`src/rtl/aqp_ovl_text_render.sv`:
```
// Scanline text renderer: emits one 4-bit colour index per clock for a COLUMNS x ROWS character field.
// First pixel 5 cycles after line_start; no backpressure (the output is a free-running pixel stream).
module aqp_ovl_text_render #(
    parameter int COLUMNS = 40,
    parameter int ROWS    = 25
) (
    input  logic        clk,
    input  logic        reset,
    input  logic        frame_start,
    input  logic        line_start,
    output logic [9:0]  text_addr,
    input  logic [15:0] text_data,
    output logic [10:0] font_addr,
    input  logic [7:0]  font_data,
    output logic        pix_valid,
    output logic [3:0]  pix_color,
    output logic        line_done
);
    localparam int CW = $clog2(COLUMNS + 1);
    localparam int RW = (ROWS > 1) ? $clog2(ROWS) : 1;
    localparam logic [CW-1:0] COL_END  = CW'(COLUMNS);
    localparam logic [RW-1:0] ROW_LAST = RW'(ROWS - 1);
    localparam logic [9:0]    COL_STEP = 10'(COLUMNS);

    typedef enum logic [2:0] {
        IDLE,
        FETCH,
        ACTIVE,
        DONE,
        EXHAUSTED
    } state_t;

    state_t        state;
    logic [2:0]    scan;
    logic [RW-1:0] row;
    logic [9:0]    line_base;
    logic [CW-1:0] col;
    logic [2:0]    tick;

    logic          s1_vld;
    logic          s2_vld;
    logic          s3_vld;
    logic          s4_vld;
    logic [7:0]    attr_s3;
    logic [7:0]    attr_s4;
    logic [7:0]    cur_attr;
    logic [7:0]    shift;
    logic [2:0]    px_cnt;

    logic [2:0]    adv_scan;
    logic [RW-1:0] adv_row;
    logic [9:0]    adv_base;
    logic          adv_last;
    logic          advance;
    logic          flush;
    logic          start;
    logic [9:0]    start_base;
    logic          line_end;

    always_comb begin
        adv_scan = scan + 3'd1;
        adv_row  = row;
        adv_base = line_base;
        if (scan == 3'd7) begin
            adv_row  = row + RW'(1);
            adv_base = line_base + COL_STEP;
        end
        adv_last = (row == ROW_LAST) && (scan == 3'd7);

        advance = 1'b0;
        flush   = 1'b0;
        start   = 1'b0;
        if (frame_start) begin
            flush = 1'b1;
            start = line_start;
        end else begin
            case (state)
                IDLE: start = line_start;
                FETCH, ACTIVE: begin
                    // A new line request abandons the current one but still consumes its scanline.
                    if (line_start) begin
                        flush   = 1'b1;
                        advance = 1'b1;
                        start   = !adv_last;
                    end
                end
                DONE: begin
                    advance = 1'b1;
                    start   = line_start && !adv_last;
                end
                default: ;
            endcase
        end

        start_base = frame_start ? 10'd0 : (advance ? adv_base : line_base);
        line_end   = (state == ACTIVE) && pix_valid && (px_cnt == 3'd0) && !s4_vld;
    end

    always_ff @(posedge clk) begin
        if (reset) begin
            state     <= IDLE;
            scan      <= '0;
            row       <= '0;
            line_base <= '0;
            col       <= '0;
            tick      <= '0;
            s1_vld    <= 1'b0;
            s2_vld    <= 1'b0;
            s3_vld    <= 1'b0;
            s4_vld    <= 1'b0;
            attr_s3   <= '0;
            attr_s4   <= '0;
            cur_attr  <= '0;
            shift     <= '0;
            px_cnt    <= '0;
            text_addr <= '0;
            font_addr <= '0;
            pix_valid <= 1'b0;
            pix_color <= '0;
            line_done <= 1'b0;
        end else begin
            line_done <= 1'b0;
            s1_vld    <= 1'b0;
            s2_vld    <= s1_vld & ~flush;
            s3_vld    <= s2_vld & ~flush;
            s4_vld    <= s3_vld & ~flush;

            if (s2_vld && !flush) begin
                font_addr <= {text_data[7:0], scan};
                attr_s3   <= text_data[15:8];
            end
            if (s3_vld && !flush) begin
                attr_s4 <= attr_s3;
            end

            // Glyph byte lands exactly on the character boundary, so the first bit goes straight out.
            if (flush) begin
                pix_valid <= 1'b0;
                pix_color <= '0;
                px_cnt    <= '0;
            end else if (s4_vld) begin
                pix_valid <= 1'b1;
                pix_color <= font_data[7] ? attr_s4[3:0] : attr_s4[7:4];
                shift     <= {font_data[6:0], 1'b0};
                cur_attr  <= attr_s4;
                px_cnt    <= 3'd7;
            end else if (px_cnt != 3'd0) begin
                pix_color <= shift[7] ? cur_attr[3:0] : cur_attr[7:4];
                shift     <= {shift[6:0], 1'b0};
                px_cnt    <= px_cnt - 3'd1;
            end else begin
                pix_valid <= 1'b0;
                pix_color <= '0;
            end

            if (frame_start) begin
                scan      <= '0;
                row       <= '0;
                line_base <= '0;
            end else if (advance && !adv_last) begin
                scan      <= adv_scan;
                row       <= adv_row;
                line_base <= adv_base;
            end

            if (start) begin
                state     <= FETCH;
                text_addr <= start_base;
                s1_vld    <= 1'b1;
                col       <= CW'(1);
                tick      <= '0;
            end else if (frame_start) begin
                state <= IDLE;
                col   <= '0;
            end else if (advance && adv_last) begin
                state <= EXHAUSTED;
                col   <= '0;
            end else begin
                case (state)
                    FETCH, ACTIVE: begin
                        tick <= tick + 3'd1;
                        if (tick == 3'd7 && col != COL_END) begin
                            text_addr <= line_base + 10'(col);
                            col       <= col + CW'(1);
                            s1_vld    <= 1'b1;
                        end
                        if (state == FETCH && s4_vld) begin
                            state <= ACTIVE;
                        end
                        if (line_end) begin
                            state     <= DONE;
                            line_done <= 1'b1;
                        end
                    end
                    DONE: begin
                        state <= IDLE;
                        col   <= '0;
                    end
                    default: ;
                endcase
            end
        end
    end
endmodule
```
`config.mk`:
```
export PLATFORM = sky130hd
export DESIGN_NAME = aqp_ovl_text_render
export DESIGN_NICKNAME = d
export VERILOG_FILES = /design/src/rtl/aqp_ovl_text_render.sv
export SDC_FILE = /design/constraint.sdc
export NUM_CORES = 1
export LEC_CHECK = 0
export BUFFER_PORTS_ARGS = -buffer_cell sky130_fd_sc_hd__buf_2
export CAP_MARGIN = 20
export CORE_UTILIZATION = 50
export DETAILED_ROUTE_END_ITERATION = 8
export GPL_TIMING_DRIVEN = 1
export PLACE_DENSITY = 0.83
export SETUP_SLACK_MARGIN = 0.2
export SYNTH_ARGS = -nofsm -noshare
export SYNTH_HDL_FRONTEND = slang
export SYNTH_SLANG_ARGS = --single-unit
```
`constraint.sdc`:
```
create_clock -name clk -period 2.4 [get_ports clk]
set_clock_uncertainty 0.15 [all_clocks]
set_input_delay 0 -clock clk [delete_from_list [all_inputs] [get_ports clk]]
set_output_delay 0 -clock clk [all_outputs]
set_load 0.02 [all_outputs]
```
==> flow_summary.html, run 1 <==
<table>
<tr><th>Metric</th><th>Value</th></tr>
<tr><th colspan="2">Synth</th></tr>
<tr><td>Xor and xnor area share after synthesis</td><td>4.31%</td></tr>
<tr><td>Sequential fraction of the synthesis area</td><td>43.2%</td></tr>
<tr><td>Number of flops mapped to enable cells by yosys</td><td>0</td></tr>
<tr><td>Syn Nets</td><td>527</td></tr>
<tr><td>Number of register bits inferred by synthesis</td><td>92</td></tr>
<tr><td>Share of the synthesized area in compound gates (AO/OA/AOI/OAI)</td><td>14.3%</td></tr>
<tr><td>Post-synthesis adder-cell area fraction</td><td>4.84%</td></tr>
<tr><td>Synthesized cell area</td><td>4260 sq um</td></tr>
<tr><td>Synthesized area per cell</td><td>8.81 sq um</td></tr>
<tr><td>Post-synthesis mux area share</td><td>8.13%</td></tr>
<tr><td>Post-synthesis async set-or-reset flop share</td><td>0%</td></tr>
<tr><td>Main combinational cell family by area after synthesis</td><td>simple AND/OR/NAND/NOR gates</td></tr>
<tr><td>Post-synthesis cell count</td><td>484</td></tr>
<tr><td>Leading register cell type out of synthesis</td><td>sky130_fd_sc_hd__dfxtp_1</td></tr>
<tr><td>Share of synthesized cell area in and, or, nand and nor gates</td><td>20.0%</td></tr>
<tr><td>Unique masters post-synth</td><td>53</td></tr>
<tr><td>Synth warn</td><td>0</td></tr>
<tr><th colspan="2">Global route</th></tr>
<tr><td>Antenna violations before repair</td><td>0</td></tr>
<tr><td>First-pass GRT wire length</td><td>16,300 microns</td></tr>
<tr><td>Via count of the first global-routing pass</td><td>3,572</td></tr>
<tr><td>Total track usage</td><td>23.4%</td></tr>
<tr><td>Maximum number of pins on one net before global-route repair</td><td>33</td></tr>
<tr><td>GRT Residual Overflow</td><td>0</td></tr>
<tr><th colspan="2">Clocking</th></tr>
<tr><td>Clock Path Buffers</td><td>2</td></tr>
<tr><td>TritonCTS clock tree</td><td>yes</td></tr>
<tr><td>Max H-tree Level</td><td>3</td></tr>
<tr><td>Source-to-sink clock delay at the later pin of the worst-skew pair</td><td>0.36 ns</td></tr>
<tr><td>Cell chosen for the clock root</td><td>sky130_fd_sc_hd__clkbuf_8</td></tr>
<tr><td>Sink Count</td><td>92</td></tr>
<tr><td>Number of buffers inserted during clock tree synthesis</td><td>9</td></tr>
<tr><td>Clock-pin slew of the registers on the worst-case setup and hold paths</td><td>0.10 ns</td></tr>
<tr><th colspan="2">Timing</th></tr>
<tr><td>Number of max-slew violations in the final report</td><td>0</td></tr>
<tr><td>Hold Fails Final Rpt</td><td>0</td></tr>
<tr><td>Total negative setup slack</td><td>0 ns</td></tr>
<tr><td>Remaining max-slew budget at the tightest pin</td><td>55.6%</td></tr>
<tr><td>Least-Margin Pin Slew</td><td>0.665 ns</td></tr>
<tr><td>Final critical-path share of the clock period</td><td>92.4%</td></tr>
<tr><td>Maximum clock frequency</td><td>0.451 GHz</td></tr>
<tr><td>Post-route minimum period</td><td>2.22 ns</td></tr>
<tr><td>Endpoints failing setup</td><td>0</td></tr>
<tr><td>RSZ-0062 raised after global routing</td><td>true</td></tr>
<tr><th colspan="2">Critical path</th></tr>
<tr><td>Critical-path maximum fanout</td><td>2</td></tr>
<tr><td>Worst endpoint required time</td><td>2.51 ns</td></tr>
<tr><td>Worst setup path class</td><td>flop to flop</td></tr>
<tr><td>Family of cells with the greatest summed delay on the critical path</td><td>compound AO/OA/AOI/OAI gates</td></tr>
<tr><td>Cell with the largest stage delay on the worst path</td><td>sky130_fd_sc_hd__fa_2</td></tr>
<tr><td>Startpoint type of the worst setup path</td><td>flop</td></tr>
<tr><td>Largest stage delay on the critical path</td><td>0.41 ns</td></tr>
<tr><td>Sum of buffers and inverters on the critical path</td><td>1</td></tr>
<tr><td>Critical-path cell list</td><td>ha_2, inv_1, fa_2, nor2b_4, o21ai_2, o32ai_4, a31oi_1, o41ai_2</td></tr>
<tr><td>Sort of element at the end of the critical path</td><td>flop</td></tr>
<tr><td>Arrival time at the worst endpoint</td><td>2.32 ns</td></tr>
<tr><th colspan="2">Flow run</th></tr>
<tr><td>Number of violations of the max-capacitance limit</td><td>0</td></tr>
<tr><th colspan="2">Finish</th></tr>
<tr><td>Top library cells by usage in the layout, fill and taps aside</td><td>sky130_fd_sc_hd__dfxtp_1, sky130_fd_sc_hd__nor2_1, sky130_fd_sc_hd__nand2_1</td></tr>
<tr><td>Design area</td><td>5370 sq um</td></tr>
<tr><td>Most frequent standard cell in the layout excluding fill and tap cells</td><td>sky130_fd_sc_hd__dfxtp_1</td></tr>
<tr><td>Total number of nets in the final design</td><td>615</td></tr>
<tr><td>Synth-to-Final Area Change</td><td>26.0%</td></tr>
<tr><td>Layout cells sized above 1</td><td>24.1%</td></tr>
<tr><td>Antenna cells</td><td>0</td></tr>
<tr><th colspan="2">Floorplan</th></tr>
<tr><td>Number of placement rows</td><td>33</td></tr>
<tr><td>Area of the die</td><td>8900 sq um</td></tr>
<tr><td>Number of placed I/O pins</td><td>55</td></tr>
<tr><td>Total core area</td><td>8220 sq um</td></tr>
<tr><td>DIE HEIGHT</td><td>94.4 microns</td></tr>
<tr><td>Initial cell density of the core</td><td>51.9%</td></tr>
<tr><td>Width of the chip</td><td>94.4 microns</td></tr>
<tr><th colspan="2">Pwr</th></tr>
<tr><td>Pwr dens</td><td>549 nW/um^2</td></tr>
<tr><td>Worst ir drop on vdd</td><td>0.290 mV</td></tr>
<tr><td>Leakage power summed over all cells</td><td>2.04 nW</td></tr>
<tr><th colspan="2">Drt</th></tr>
<tr><td>Total wire length</td><td>10,700 microns</td></tr>
<tr><td>Length of the first detailed-routing pass in iterations</td><td>4</td></tr>
<tr><td>Average vias per placed instance</td><td>5.65</td></tr>
<tr><td>Iteration-0 DRC Markers</td><td>292</td></tr>
<tr><td>Average wire per standard cell</td><td>15.6 microns</td></tr>
<tr><td>Remaining antenna violation count after routing</td><td>0</td></tr>
<tr><td>Residual DRC</td><td>0</td></tr>
<tr><td>Total via count in the routed design</td><td>3,850</td></tr>
<tr><th colspan="2">Place</th></tr>
<tr><td>Detailed Place HPWL</td><td>6490 microns</td></tr>
<tr><td>Dpl cell area</td><td>4620 sq um</td></tr>
<tr><td>Routability congestion estimate</td><td>0.906</td></tr>
<tr><td>Number of port buffers</td><td>54</td></tr>
<tr><th colspan="2">Hold path</th></tr>
<tr><td>Type of the worst min-delay path</td><td>input pin to flop</td></tr>
<tr><th colspan="2">Outcome</th></tr>
<tr><td>Status</td><td>completed</td></tr>
</table>
## per-layer routing
| metal | global-route usage (%) | share of wire [%] | vias to the layer above |
|---|---|---|---|
| met5 | 0 | 0 | - |
| met4 | 10.5 | 3.2 | 0 |
| met3 | 3.62 | 5.9 | 38 |
| met2 | 40.6 | 49 | 159 |
| met1 | 28.6 | 42 | 1824 |
| li1 | - | - | 1829 |
## synth_stat cells, drive strengths merged, types with 11 or more instances
cell,number,area share (%)
nor3,11,1.3
xnor2,11,2.3
nand2,60,5.3
ha,14,4.1
nand3,12,1.4
a21oi,39,4.6
clkbuf,17,1.5
dfxtp,92,43
mux2i,29,6.8
nor2,63,5.6
buf,14,2.0
inv,19,1.7
## worst min-delay path, delay by kind of cell
family                 cells  cell delay, ns
AND/OR/NAND/NOR            1            0.08
buffers and inverters      2            0.31
AO/OA/AOI/OAI              2            0.13
## cells by family after synthesis
kind of cell               after synthesis
muxes                                   34
adders and majority gates               16
and+or+nand+nor                        186
xor gates and xnor gates                21
AOI/OAI and AO/OA                       85
DFF                                     92
buffers and inverters                   50
## timing repair
action | 4_1_cts | 5_1_grt
endpoints found under the hold margin | 39 | 0
hold buffers | 25 | 0
gates resized for setup | 11 | 32
pin swaps | 4 | 10
endpoints found under the setup margin | 8 | 24
setup buffers | 6 | 9
## area by class of cell
type                       count  area [sq um]
multi-input combinational    342          2330
clock buffer                   9           124
clock inverter                 7           109
timing repair buffer         108           753
inverter                      19          71.3
fill                         610          2840
sequential                    92          1850
tap                          105           131
## through the flow
| stage | setup slack [ns] | std cells | power [mW] | hold slack, ns | util (%) |
|---|---|---|---|---|---|
| after floorplan | 0.281 | 484 | 1.68 | -0.0140 | - |
| after global placement | 0.172 | 626 | 1.73 | 0.0904 | 56.2 |
| after detailed placement | 0.0573 | 626 | 1.73 | 0.0962 | 56.2 |
| after CTS | 0.167 | 673 | 2.94 | 0.00354 | 63.1 |
| after global routing | 0.100 | 682 | 3.04 | 0.0542 | 65.4 |
| final | 0.182 | 682 | 2.95 | 0.0537 | 65.4 |
## report_power, final
group | total [mW] | internal (mW) | switching [mW]
sequential | 1.55 | 1.54 | 0.0113
clock | 1.19 | 0.602 | 0.587
combinational | 0.214 | 0.0956 | 0.118
## final timing paths
path / slack (ns) / startpoint / cells past startpoint / endpoint
setup reg to reg: 0.18 / line_base[3] / 8 / text_addr[9]
hold / removal: 0.05 / frame_start / 5 / tick[2]
setup / recovery: 0.18 / line_base[3] / 8 / text_addr[9]
hold reg to reg: 0.29 / s1_vld / 1 / s2_vld
## state kept, by name, summed over array words and instances (netlist names), 4 cells and up
register   count
attr_s4        8
row            5
font_addr     11
col            6
text_addr     10
shift          7
attr_s3        8
pix_color      4
line_base      7
cur_attr       8
(Power assumes the default switching activity.)
==> inputs of run 2 (changes only) <==
--- a/config.mk
+++ b/config.mk
@@ -10,7 +10,7 @@
 export CORE_UTILIZATION = 50
 export DETAILED_ROUTE_END_ITERATION = 8
 export GPL_TIMING_DRIVEN = 1
-export PLACE_DENSITY = 0.83
+export PLACE_DENSITY = 0.85
 export SETUP_SLACK_MARGIN = 0.2
 export SYNTH_ARGS = -nofsm -noshare
 export SYNTH_HDL_FRONTEND = slang
==> constraint.sdc (replaced) <==
create_clock -name clk -period 2 [get_ports clk]
set_clock_uncertainty 0.15 [all_clocks]
set_input_delay 0 -clock clk [delete_from_list [all_inputs] [get_ports clk]]
set_output_delay 0 -clock clk [all_outputs]
set_load 0.05 [all_outputs]
==> run 2 against run 1 <==
Compared with the run above: the flow now finishes with violations (setup timing); die area unchanged; register-to-register slack got worse by 0.29 ns; clock power about the same; power increased by 16%; cell count increased by 6.9%; via count increased by 9.6%; sequential power increased by 20%; highest routed layer unchanged.
==> flow_summary.html, run 2 (synthesis results as in run 1) <==
<table>
<tr><th>Metric</th><th>Value</th></tr>
<tr><th colspan="2">Floorplan</th></tr>
<tr><td>Initial cell density of the core</td><td>51.9%</td></tr>
<tr><td>Number of placement rows</td><td>33</td></tr>
<tr><td>Width of the chip</td><td>94.4 microns</td></tr>
<tr><td>DIE HEIGHT</td><td>94.4 microns</td></tr>
<tr><td>Total core area</td><td>8220 sq um</td></tr>
<tr><td>Area of the die</td><td>8900 sq um</td></tr>
<tr><td>Number of placed I/O pins</td><td>55</td></tr>
<tr><th colspan="2">Hold path</th></tr>
<tr><td>Type of the worst min-delay path</td><td>input pin to flop</td></tr>
<tr><td>Hold wc startpoint</td><td>line_start</td></tr>
<tr><th colspan="2">Place</th></tr>
<tr><td>Routability congestion estimate</td><td>0.864</td></tr>
<tr><td>Pre-CTS setup slack</td><td>-0.205 ns</td></tr>
<tr><td>Detailed Place HPWL</td><td>7050 microns</td></tr>
<tr><td>Dpl cell area</td><td>5070 sq um</td></tr>
<tr><td>Number of cells in the design after placement</td><td>659</td></tr>
<tr><td>Number of port buffers</td><td>54</td></tr>
<tr><th colspan="2">Critical path</th></tr>
<tr><td>Sort of element at the end of the critical path</td><td>flop</td></tr>
<tr><td>Worst endpoint required time</td><td>2.10 ns</td></tr>
<tr><td>Cell with the largest stage delay on the worst path</td><td>sky130_fd_sc_hd__a2111oi_4</td></tr>
<tr><td>Startpoint type of the worst setup path</td><td>flop</td></tr>
<tr><td>CP dominant cell by count</td><td>sky130_fd_sc_hd__ha_4</td></tr>
<tr><td>Family of cells with the greatest summed delay on the critical path</td><td>compound AO/OA/AOI/OAI gates</td></tr>
<tr><td>Largest stage delay on the critical path</td><td>0.37 ns</td></tr>
<tr><td>Sum of buffers and inverters on the critical path</td><td>1</td></tr>
<tr><td>End point of the critical path</td><td>col[0]</td></tr>
<tr><td>CP Launch Point</td><td>scan[1]</td></tr>
<tr><td>Worst setup path class</td><td>flop to flop</td></tr>
<tr><td>Length in cells of the worst reg-to-reg path</td><td>7</td></tr>
<tr><td>R2R Setup Slk</td><td>-0.11 ns</td></tr>
<tr><td>Critical-path maximum fanout</td><td>4</td></tr>
<tr><td>End of the worst register-to-register path</td><td>col[0]</td></tr>
<tr><td>Cell depth of the worst setup path</td><td>7</td></tr>
<tr><td>Startpoint of the worst register-to-register path</td><td>scan[1]</td></tr>
<tr><td>Critical-path cell list</td><td>ha_4, ha_4, and4b_2, a41oi_4, buf_6, o21ai_4, a2111oi_4</td></tr>
<tr><td>Arrival time at the worst endpoint</td><td>2.21 ns</td></tr>
<tr><th colspan="2">Global route</th></tr>
<tr><td>Antenna violations before repair</td><td>0</td></tr>
<tr><td>Via count of the first global-routing pass</td><td>4,056</td></tr>
<tr><td>First-pass GRT wire length</td><td>19,200 microns</td></tr>
<tr><td>Maximum number of pins on one net before global-route repair</td><td>50</td></tr>
<tr><td>GRT Residual Overflow</td><td>0</td></tr>
<tr><td>Total track usage</td><td>27.9%</td></tr>
<tr><th colspan="2">Clocking</th></tr>
<tr><td>Cell chosen for the clock root</td><td>sky130_fd_sc_hd__clkbuf_8</td></tr>
<tr><td>Sink Count</td><td>92</td></tr>
<tr><td>Max H-tree Level</td><td>3</td></tr>
<tr><td>Clock-pin slew of the registers on the worst-case setup and hold paths</td><td>0.10 ns</td></tr>
<tr><td>Source-to-sink clock delay at the later pin of the worst-skew pair</td><td>0.38 ns</td></tr>
<tr><td>Number of buffers inserted during clock tree synthesis</td><td>9</td></tr>
<tr><td>Clock Path Buffers</td><td>2</td></tr>
<tr><td>TritonCTS clock tree</td><td>yes</td></tr>
<tr><th colspan="2">Drt</th></tr>
<tr><td>Total wire length</td><td>13,800 microns</td></tr>
<tr><td>Average wire per standard cell</td><td>18.9 microns</td></tr>
<tr><td>Remaining antenna violation count after routing</td><td>0</td></tr>
<tr><td>Residual DRC</td><td>0</td></tr>
<tr><td>Iteration-0 DRC Markers</td><td>300</td></tr>
<tr><td>Length of the first detailed-routing pass in iterations</td><td>5</td></tr>
<tr><td>Total via count in the routed design</td><td>4,221</td></tr>
<tr><td>Average vias per placed instance</td><td>5.79</td></tr>
<tr><th colspan="2">Finish</th></tr>
<tr><td>Total number of nets in the final design</td><td>662</td></tr>
<tr><td>Design area</td><td>6180 sq um</td></tr>
<tr><td>Finished Layout Cells</td><td>729</td></tr>
<tr><td>Antenna cells</td><td>0</td></tr>
<tr><td>Register containing the most flip-flops in the final layout</td><td>font_addr</td></tr>
<tr><td>Synth-to-Final Area Change</td><td>44.9%</td></tr>
<tr><td>Number of flip-flops in the largest register</td><td>11</td></tr>
<tr><td>Top library cells by usage in the layout, fill and taps aside</td><td>sky130_fd_sc_hd__dfxtp_1, sky130_fd_sc_hd__nor2_1, sky130_fd_sc_hd__buf_2</td></tr>
<tr><td>Layout cells sized above 1</td><td>38.6%</td></tr>
<tr><td>Most frequent standard cell in the layout excluding fill and tap cells</td><td>sky130_fd_sc_hd__dfxtp_1</td></tr>
<tr><td>Regs by FF count</td><td>font_addr: 11 flops, text_addr: 10 flops</td></tr>
<tr><th colspan="2">Outcome</th></tr>
<tr><td>Violations in the final reports</td><td>setup timing</td></tr>
<tr><td>Status</td><td>finished, violations left</td></tr>
<tr><th colspan="2">Timing</th></tr>
<tr><td>Total negative setup slack</td><td>-0.708 ns</td></tr>
<tr><td>RSZ-0062 raised after global routing</td><td>true</td></tr>
<tr><td>Remaining max-slew budget at the tightest pin</td><td>61.8%</td></tr>
<tr><td>Post-route worst setup slack</td><td>-0.108 ns</td></tr>
<tr><td>Final critical-path share of the clock period</td><td>105%</td></tr>
<tr><td>Least-Margin Pin Slew</td><td>0.572 ns</td></tr>
<tr><td>Post-route minimum period</td><td>2.11 ns</td></tr>
<tr><td>Hold Fails Final Rpt</td><td>0</td></tr>
<tr><td>Endpoints failing setup</td><td>15</td></tr>
<tr><td>Maximum clock frequency</td><td>0.474 GHz</td></tr>
<tr><td>Number of max-slew violations in the final report</td><td>0</td></tr>
<tr><th colspan="2">Pwr</th></tr>
<tr><td>Worst ir drop on vdd</td><td>0.381 mV</td></tr>
<tr><td>Pwr dens</td><td>556 nW/um^2</td></tr>
<tr><td>Leakage power summed over all cells</td><td>2.38 nW</td></tr>
<tr><th colspan="2">Flow run</th></tr>
<tr><td>Number of violations of the max-capacitance limit</td><td>0</td></tr>
</table>
[run 2: cell count changes in the layout (fill, tap and decap cells not counted), moves of 5 or more]
cell and delta:
sky130_fd_sc_hd__nand3_1 -5, sky130_fd_sc_hd__nand2_1 -8, sky130_fd_sc_hd__buf_6 +9, sky130_fd_sc_hd__and2_4 +5, sky130_fd_sc_hd__ha_4 +5, sky130_fd_sc_hd__nand2_4 +5, sky130_fd_sc_hd__buf_4 +29, sky130_fd_sc_hd__dfxtp_1 -5
[run 2: per-stage QoR]
stage / hold WS, ns / utilization, % / power [mW]
5_1_grt: 0.0574 / 75.2 / 3.52
3_5_place_dp: 0.0992 / 61.8 / 2.13
4_1_cts: 0.0140 / 71.9 / 3.36
3_3_place_gp: 0.0891 / 61.8 / 2.12
6_report: 0.0266 / 75.2 / 3.44
2_1_floorplan: -0.0140 / - / 2.04
[run 2: what timing repair did]
| action | CTS | global route |
|---|---|---|
| endpoints found under the setup margin | 67 | 88 |
| cloned | 1 | 3 |
| hold endpoints to repair | 36 | 0 |
| pin swaps | 28 | 23 |
| hold buffers | 26 | 0 |
| gates resized for setup | 64 | 36 |
| buffers inserted | 13 | 11 |
[run 2: routing by layer]
layer | share of wire (%) | track usage, % | up-vias
met5 | 0 | 0 | -
met4 | 3.8 | 13.8 | 0
met3 | 6.5 | 5.31 | 51
met2 | 51 | 49.8 | 209
met1 | 39 | 31.8 | 2026
li1 | - | - | 1935
[run 2: worst min path at each step]
stage,depth (start not counted),slack (ns),end
2_1_floorplan,2,-0.01,attr_s3[0]
3_3_place_gp,3,0.09,font_addr[10]
3_5_place_dp,3,0.1,attr_s3[1]
4_1_cts,4,0.01,pix_color[1]
5_1_grt,4,0.06,pix_color[3]
6_report,4,0.03,pix_color[1]
[run 2: where the power goes]
part           internal, mW  leakage, nW  total, mW  switching (mW)
clock network         0.469       0.0886       1.22           0.755
logic                 0.158         1.54      0.356           0.197
registers              1.84        0.748       1.86          0.0144
[run 2: worst min-delay path: cells and delay by family]
family,cells,cell delay (ns)
buf+inv,1,0.15
simple gates,3,0.36
[run 2: layout make-up]
class	count	area, sq um
well taps	105	131
fillers	511	2040
clock buffers	9	124
flip-flops and latches	92	1860
multi-input cells	344	2730
inverters	19	73.8
clock inverters	7	62.6
repair buffers	153	1190
==> inputs of run 3 (changes only) <==
--- a/config.mk
+++ b/config.mk
@@ -5,12 +5,12 @@
 export SDC_FILE = /design/constraint.sdc
 export NUM_CORES = 1
 export LEC_CHECK = 0
-export BUFFER_PORTS_ARGS = -buffer_cell sky130_fd_sc_hd__buf_2
 export CAP_MARGIN = 20
 export CORE_UTILIZATION = 50
 export DETAILED_ROUTE_END_ITERATION = 8
+export DONT_BUFFER_PORTS = 1
 export GPL_TIMING_DRIVEN = 1
-export PLACE_DENSITY = 0.85
+export PLACE_DENSITY = 0.8
 export SETUP_SLACK_MARGIN = 0.2
 export SYNTH_ARGS = -nofsm -noshare
 export SYNTH_HDL_FRONTEND = slang
==> run 3 against run 2 <==
Compared with the run above: cell count shrank 7.3%; largest power group unchanged; worst setup slack lost 0.060 ns; combinational power shrank 3%; die area is the same; critical path type unchanged; hold slack gained 0.028 ns; the flow still finishes with violations (setup timing); fmax shrank 2.8%; global-route usage shrank 0.41 points.
==> flow_summary.html, run 3 (synthesis results as in run 1) <==
<table>
<tr><th>Metric</th><th>Value</th></tr>
<tr><th colspan="2">Clocking</th></tr>
<tr><td>TritonCTS clock tree</td><td>yes</td></tr>
<tr><td>Sink Count</td><td>92</td></tr>
<tr><td>Clock Path Buffers</td><td>2</td></tr>
<tr><td>Source-to-sink clock delay at the later pin of the worst-skew pair</td><td>0.37 ns</td></tr>
<tr><td>Cell chosen for the clock root</td><td>sky130_fd_sc_hd__clkbuf_8</td></tr>
<tr><td>Max H-tree Level</td><td>3</td></tr>
<tr><td>Clock-pin slew of the registers on the worst-case setup and hold paths</td><td>0.10 ns</td></tr>
<tr><td>Number of buffers inserted during clock tree synthesis</td><td>9</td></tr>
<tr><th colspan="2">Place</th></tr>
<tr><td>Pre-CTS setup slack</td><td>-0.134 ns</td></tr>
<tr><td>Number of port buffers</td><td>0</td></tr>
<tr><td>Number of cells in the design after placement</td><td>606</td></tr>
<tr><td>Routability congestion estimate</td><td>0.875</td></tr>
<tr><td>Detailed Place HPWL</td><td>6630 microns</td></tr>
<tr><th colspan="2">Timing</th></tr>
<tr><td>Total negative setup slack</td><td>-1.33 ns</td></tr>
<tr><td>Endpoints failing setup</td><td>17</td></tr>
<tr><td>Post-route worst setup slack</td><td>-0.168 ns</td></tr>
<tr><td>RSZ-0062 raised after global routing</td><td>true</td></tr>
<tr><td>Post-route minimum period</td><td>2.17 ns</td></tr>
<tr><td>Least-Margin Pin Slew</td><td>0.748 ns</td></tr>
<tr><td>Remaining max-slew budget at the tightest pin</td><td>50.1%</td></tr>
<tr><td>Maximum clock frequency</td><td>0.461 GHz</td></tr>
<tr><td>Number of max-slew violations in the final report</td><td>0</td></tr>
<tr><td>Hold Fails Final Rpt</td><td>0</td></tr>
<tr><td>Final critical-path share of the clock period</td><td>108%</td></tr>
<tr><th colspan="2">Global route</th></tr>
<tr><td>Via count of the first global-routing pass</td><td>3,922</td></tr>
<tr><td>First-pass GRT wire length</td><td>18,800 microns</td></tr>
<tr><td>Total track usage</td><td>27.5%</td></tr>
<tr><td>GRT Residual Overflow</td><td>0</td></tr>
<tr><td>Maximum number of pins on one net before global-route repair</td><td>62</td></tr>
<tr><td>Antenna violations before repair</td><td>0</td></tr>
<tr><th colspan="2">Finish</th></tr>
<tr><td>Top library cells by usage in the layout, fill and taps aside</td><td>sky130_fd_sc_hd__dfxtp_1, sky130_fd_sc_hd__nor2_1, sky130_fd_sc_hd__buf_4</td></tr>
<tr><td>Most frequent standard cell in the layout excluding fill and tap cells</td><td>sky130_fd_sc_hd__dfxtp_1</td></tr>
<tr><td>Synth-to-Final Area Change</td><td>44.3%</td></tr>
<tr><td>Antenna cells</td><td>0</td></tr>
<tr><td>Filler instances</td><td>495</td></tr>
<tr><td>Regs by FF count</td><td>font_addr: 11 flops, text_addr: 10 flops</td></tr>
<tr><td>Register containing the most flip-flops in the final layout</td><td>font_addr</td></tr>
<tr><td>Area used by multi-input combinational logic</td><td>2860 sq um</td></tr>
<tr><td>Sequential Area</td><td>1860 sq um</td></tr>
<tr><td>Layout cells sized above 1</td><td>36.8%</td></tr>
<tr><td>Number of flip-flops in the largest register</td><td>11</td></tr>
<tr><td>Finished Layout Cells</td><td>676</td></tr>
<tr><td>Total number of nets in the final design</td><td>610</td></tr>
<tr><th colspan="2">Critical path</th></tr>
<tr><td>Length in cells of the worst reg-to-reg path</td><td>8</td></tr>
<tr><td>Arrival time at the worst endpoint</td><td>2.29 ns</td></tr>
<tr><td>Worst setup path class</td><td>flop to flop</td></tr>
<tr><td>Startpoint of the worst register-to-register path</td><td>scan[1]</td></tr>
<tr><td>Startpoint type of the worst setup path</td><td>flop</td></tr>
<tr><td>Sort of element at the end of the critical path</td><td>flop</td></tr>
<tr><td>Worst endpoint required time</td><td>2.12 ns</td></tr>
<tr><td>R2R Setup Slk</td><td>-0.17 ns</td></tr>
<tr><td>End of the worst register-to-register path</td><td>col[0]</td></tr>
<tr><td>Critical-path maximum fanout</td><td>4</td></tr>
<tr><th colspan="2">Drt</th></tr>
<tr><td>Iteration-0 DRC Markers</td><td>296</td></tr>
<tr><td>Remaining antenna violation count after routing</td><td>0</td></tr>
<tr><td>Residual DRC</td><td>0</td></tr>
<tr><td>Average vias per placed instance</td><td>5.94</td></tr>
<tr><td>Average wire per standard cell</td><td>19.9 microns</td></tr>
<tr><td>Total via count in the routed design</td><td>4,016</td></tr>
<tr><td>Length of the first detailed-routing pass in iterations</td><td>4</td></tr>
<tr><td>Total wire length</td><td>13,400 microns</td></tr>
<tr><th colspan="2">Hold path</th></tr>
<tr><td>Type of the worst min-delay path</td><td>input pin to flop</td></tr>
<tr><td>Count of cells along the worst hold path</td><td>4</td></tr>
<tr><td>Worst Hold End</td><td>scan[1]</td></tr>
<tr><td>Hold wc startpoint</td><td>frame_start</td></tr>
<tr><th colspan="2">Floorplan</th></tr>
<tr><td>Initial cell density of the core</td><td>51.9%</td></tr>
<tr><td>Number of placed I/O pins</td><td>55</td></tr>
<tr><td>Width of the chip</td><td>94.4 microns</td></tr>
<tr><td>Number of placement rows</td><td>33</td></tr>
<tr><td>DIE HEIGHT</td><td>94.4 microns</td></tr>
<tr><td>Total core area</td><td>8220 sq um</td></tr>
<tr><td>Area of the die</td><td>8900 sq um</td></tr>
<tr><th colspan="2">Outcome</th></tr>
<tr><td>Status</td><td>finished, violations left</td></tr>
<tr><td>Violations in the final reports</td><td>setup timing</td></tr>
<tr><th colspan="2">Pwr</th></tr>
<tr><td>Leakage power summed over all cells</td><td>2.17 nW</td></tr>
<tr><td>Pwr dens</td><td>552 nW/um^2</td></tr>
<tr><td>Post-route total power</td><td>3.39 mW</td></tr>
<tr><td>Worst ir drop on vdd</td><td>0.411 mV</td></tr>
<tr><th colspan="2">Flow run</th></tr>
<tr><td>Number of violations of the max-capacitance limit</td><td>0</td></tr>
</table>
==> run 3: cell count changes in the layout (fill, tap and decap cells not counted), moves of 3 or more <==
| cell | previous run | this run |
|---|---|---|
| sky130_fd_sc_hd__nand2_1 | 51 | 40 |
| sky130_fd_sc_hd__buf_6 | 13 | 17 |
| sky130_fd_sc_hd__a221oi_2 | 1 | 4 |
| sky130_fd_sc_hd__nand3_1 | 7 | 4 |
| sky130_fd_sc_hd__a221oi_1 | 3 | 0 |
| sky130_fd_sc_hd__nand2_2 | 3 | 15 |
| sky130_fd_sc_hd__buf_4 | 54 | 46 |
| sky130_fd_sc_hd__buf_16 | 0 | 3 |
| sky130_fd_sc_hd__nor2_4 | 2 | 6 |
| sky130_fd_sc_hd__nor2_1 | 58 | 54 |
| sky130_fd_sc_hd__buf_2 | 55 | 0 |
==> run 3: cell type report <==
type | instances | share of cell area (%)
multi-input cells | 343 | 46.4
clock inverters | 6 | 0.773
clock buffers | 9 | 2.01
repair buffers | 102 | 17.2
flip-flops and latches | 92 | 30.3
well taps | 105 | 2.14
inverters | 19 | 1.16
==> run 3: worst max path at each step <==
stage                   endpoint  slack (ns)          from  cells past startpoint
global route        text_addr[5]       -0.19       scan[1]                      8
detailed placement  text_addr[6]       -0.13       scan[1]                      7
finish                    col[0]       -0.17       scan[1]                      8
floorplan           text_addr[9]      -0.006       scan[0]                      7
global placement    text_addr[9]       -0.07  line_base[3]                      8
CTS                 text_addr[9]       -0.06       scan[1]                      7
==> run 3: routing by layer <==
layer  share of wire [%]  up-vias  track usage [%]
met5                   0        -                0
met4                 4.2        0             12.7
met3                 6.1       55             4.35
met2                  49      174             47.6
met1                  40     1948             33.4
li1                    -     1839                -
==> run 3: what timing repair did <==
item,4_1_cts,5_1_grt
setup endpoints to repair,79,87
cloned,4,2
hold buffers,29,0
setup buffers,13,7
hold endpoints to repair,92,0
pin swaps,37,36
gates resized for setup,79,63
==> run 3: critical path, stage by stage, from the launching register on <==
cell,delay [ns]
sky130_fd_sc_hd__dfxtp_2,0.35
sky130_fd_sc_hd__ha_4,0.16
sky130_fd_sc_hd__ha_4,0.17
sky130_fd_sc_hd__and4b_2,0.24
sky130_fd_sc_hd__a41oi_4,0.29
sky130_fd_sc_hd__buf_6,0.15
sky130_fd_sc_hd__buf_8,0.12
sky130_fd_sc_hd__o21ai_4,0.09
sky130_fd_sc_hd__a2111oi_4,0.35
==> run 3: power breakdown <==
part           leakage [nW]  internal, mW  total [mW]  switching [mW]
logic                  1.35         0.157       0.346           0.188
clock network        0.0744         0.454        1.18           0.726
registers             0.748          1.84        1.87          0.0243
==> run 3: stage by stage <==
stage / util [%] / instance area (sq um) / hold slack, ns
floorplan: - / 4450 / -0.0140
global placement: 58.7 / 4820 / -0.0667
detailed placement: 58.7 / 4820 / -0.0668
CTS: 70.5 / 5800 / 0.0184
global route: 74.9 / 6150 / 0.0815
finish: 74.9 / 6150 / 0.0542
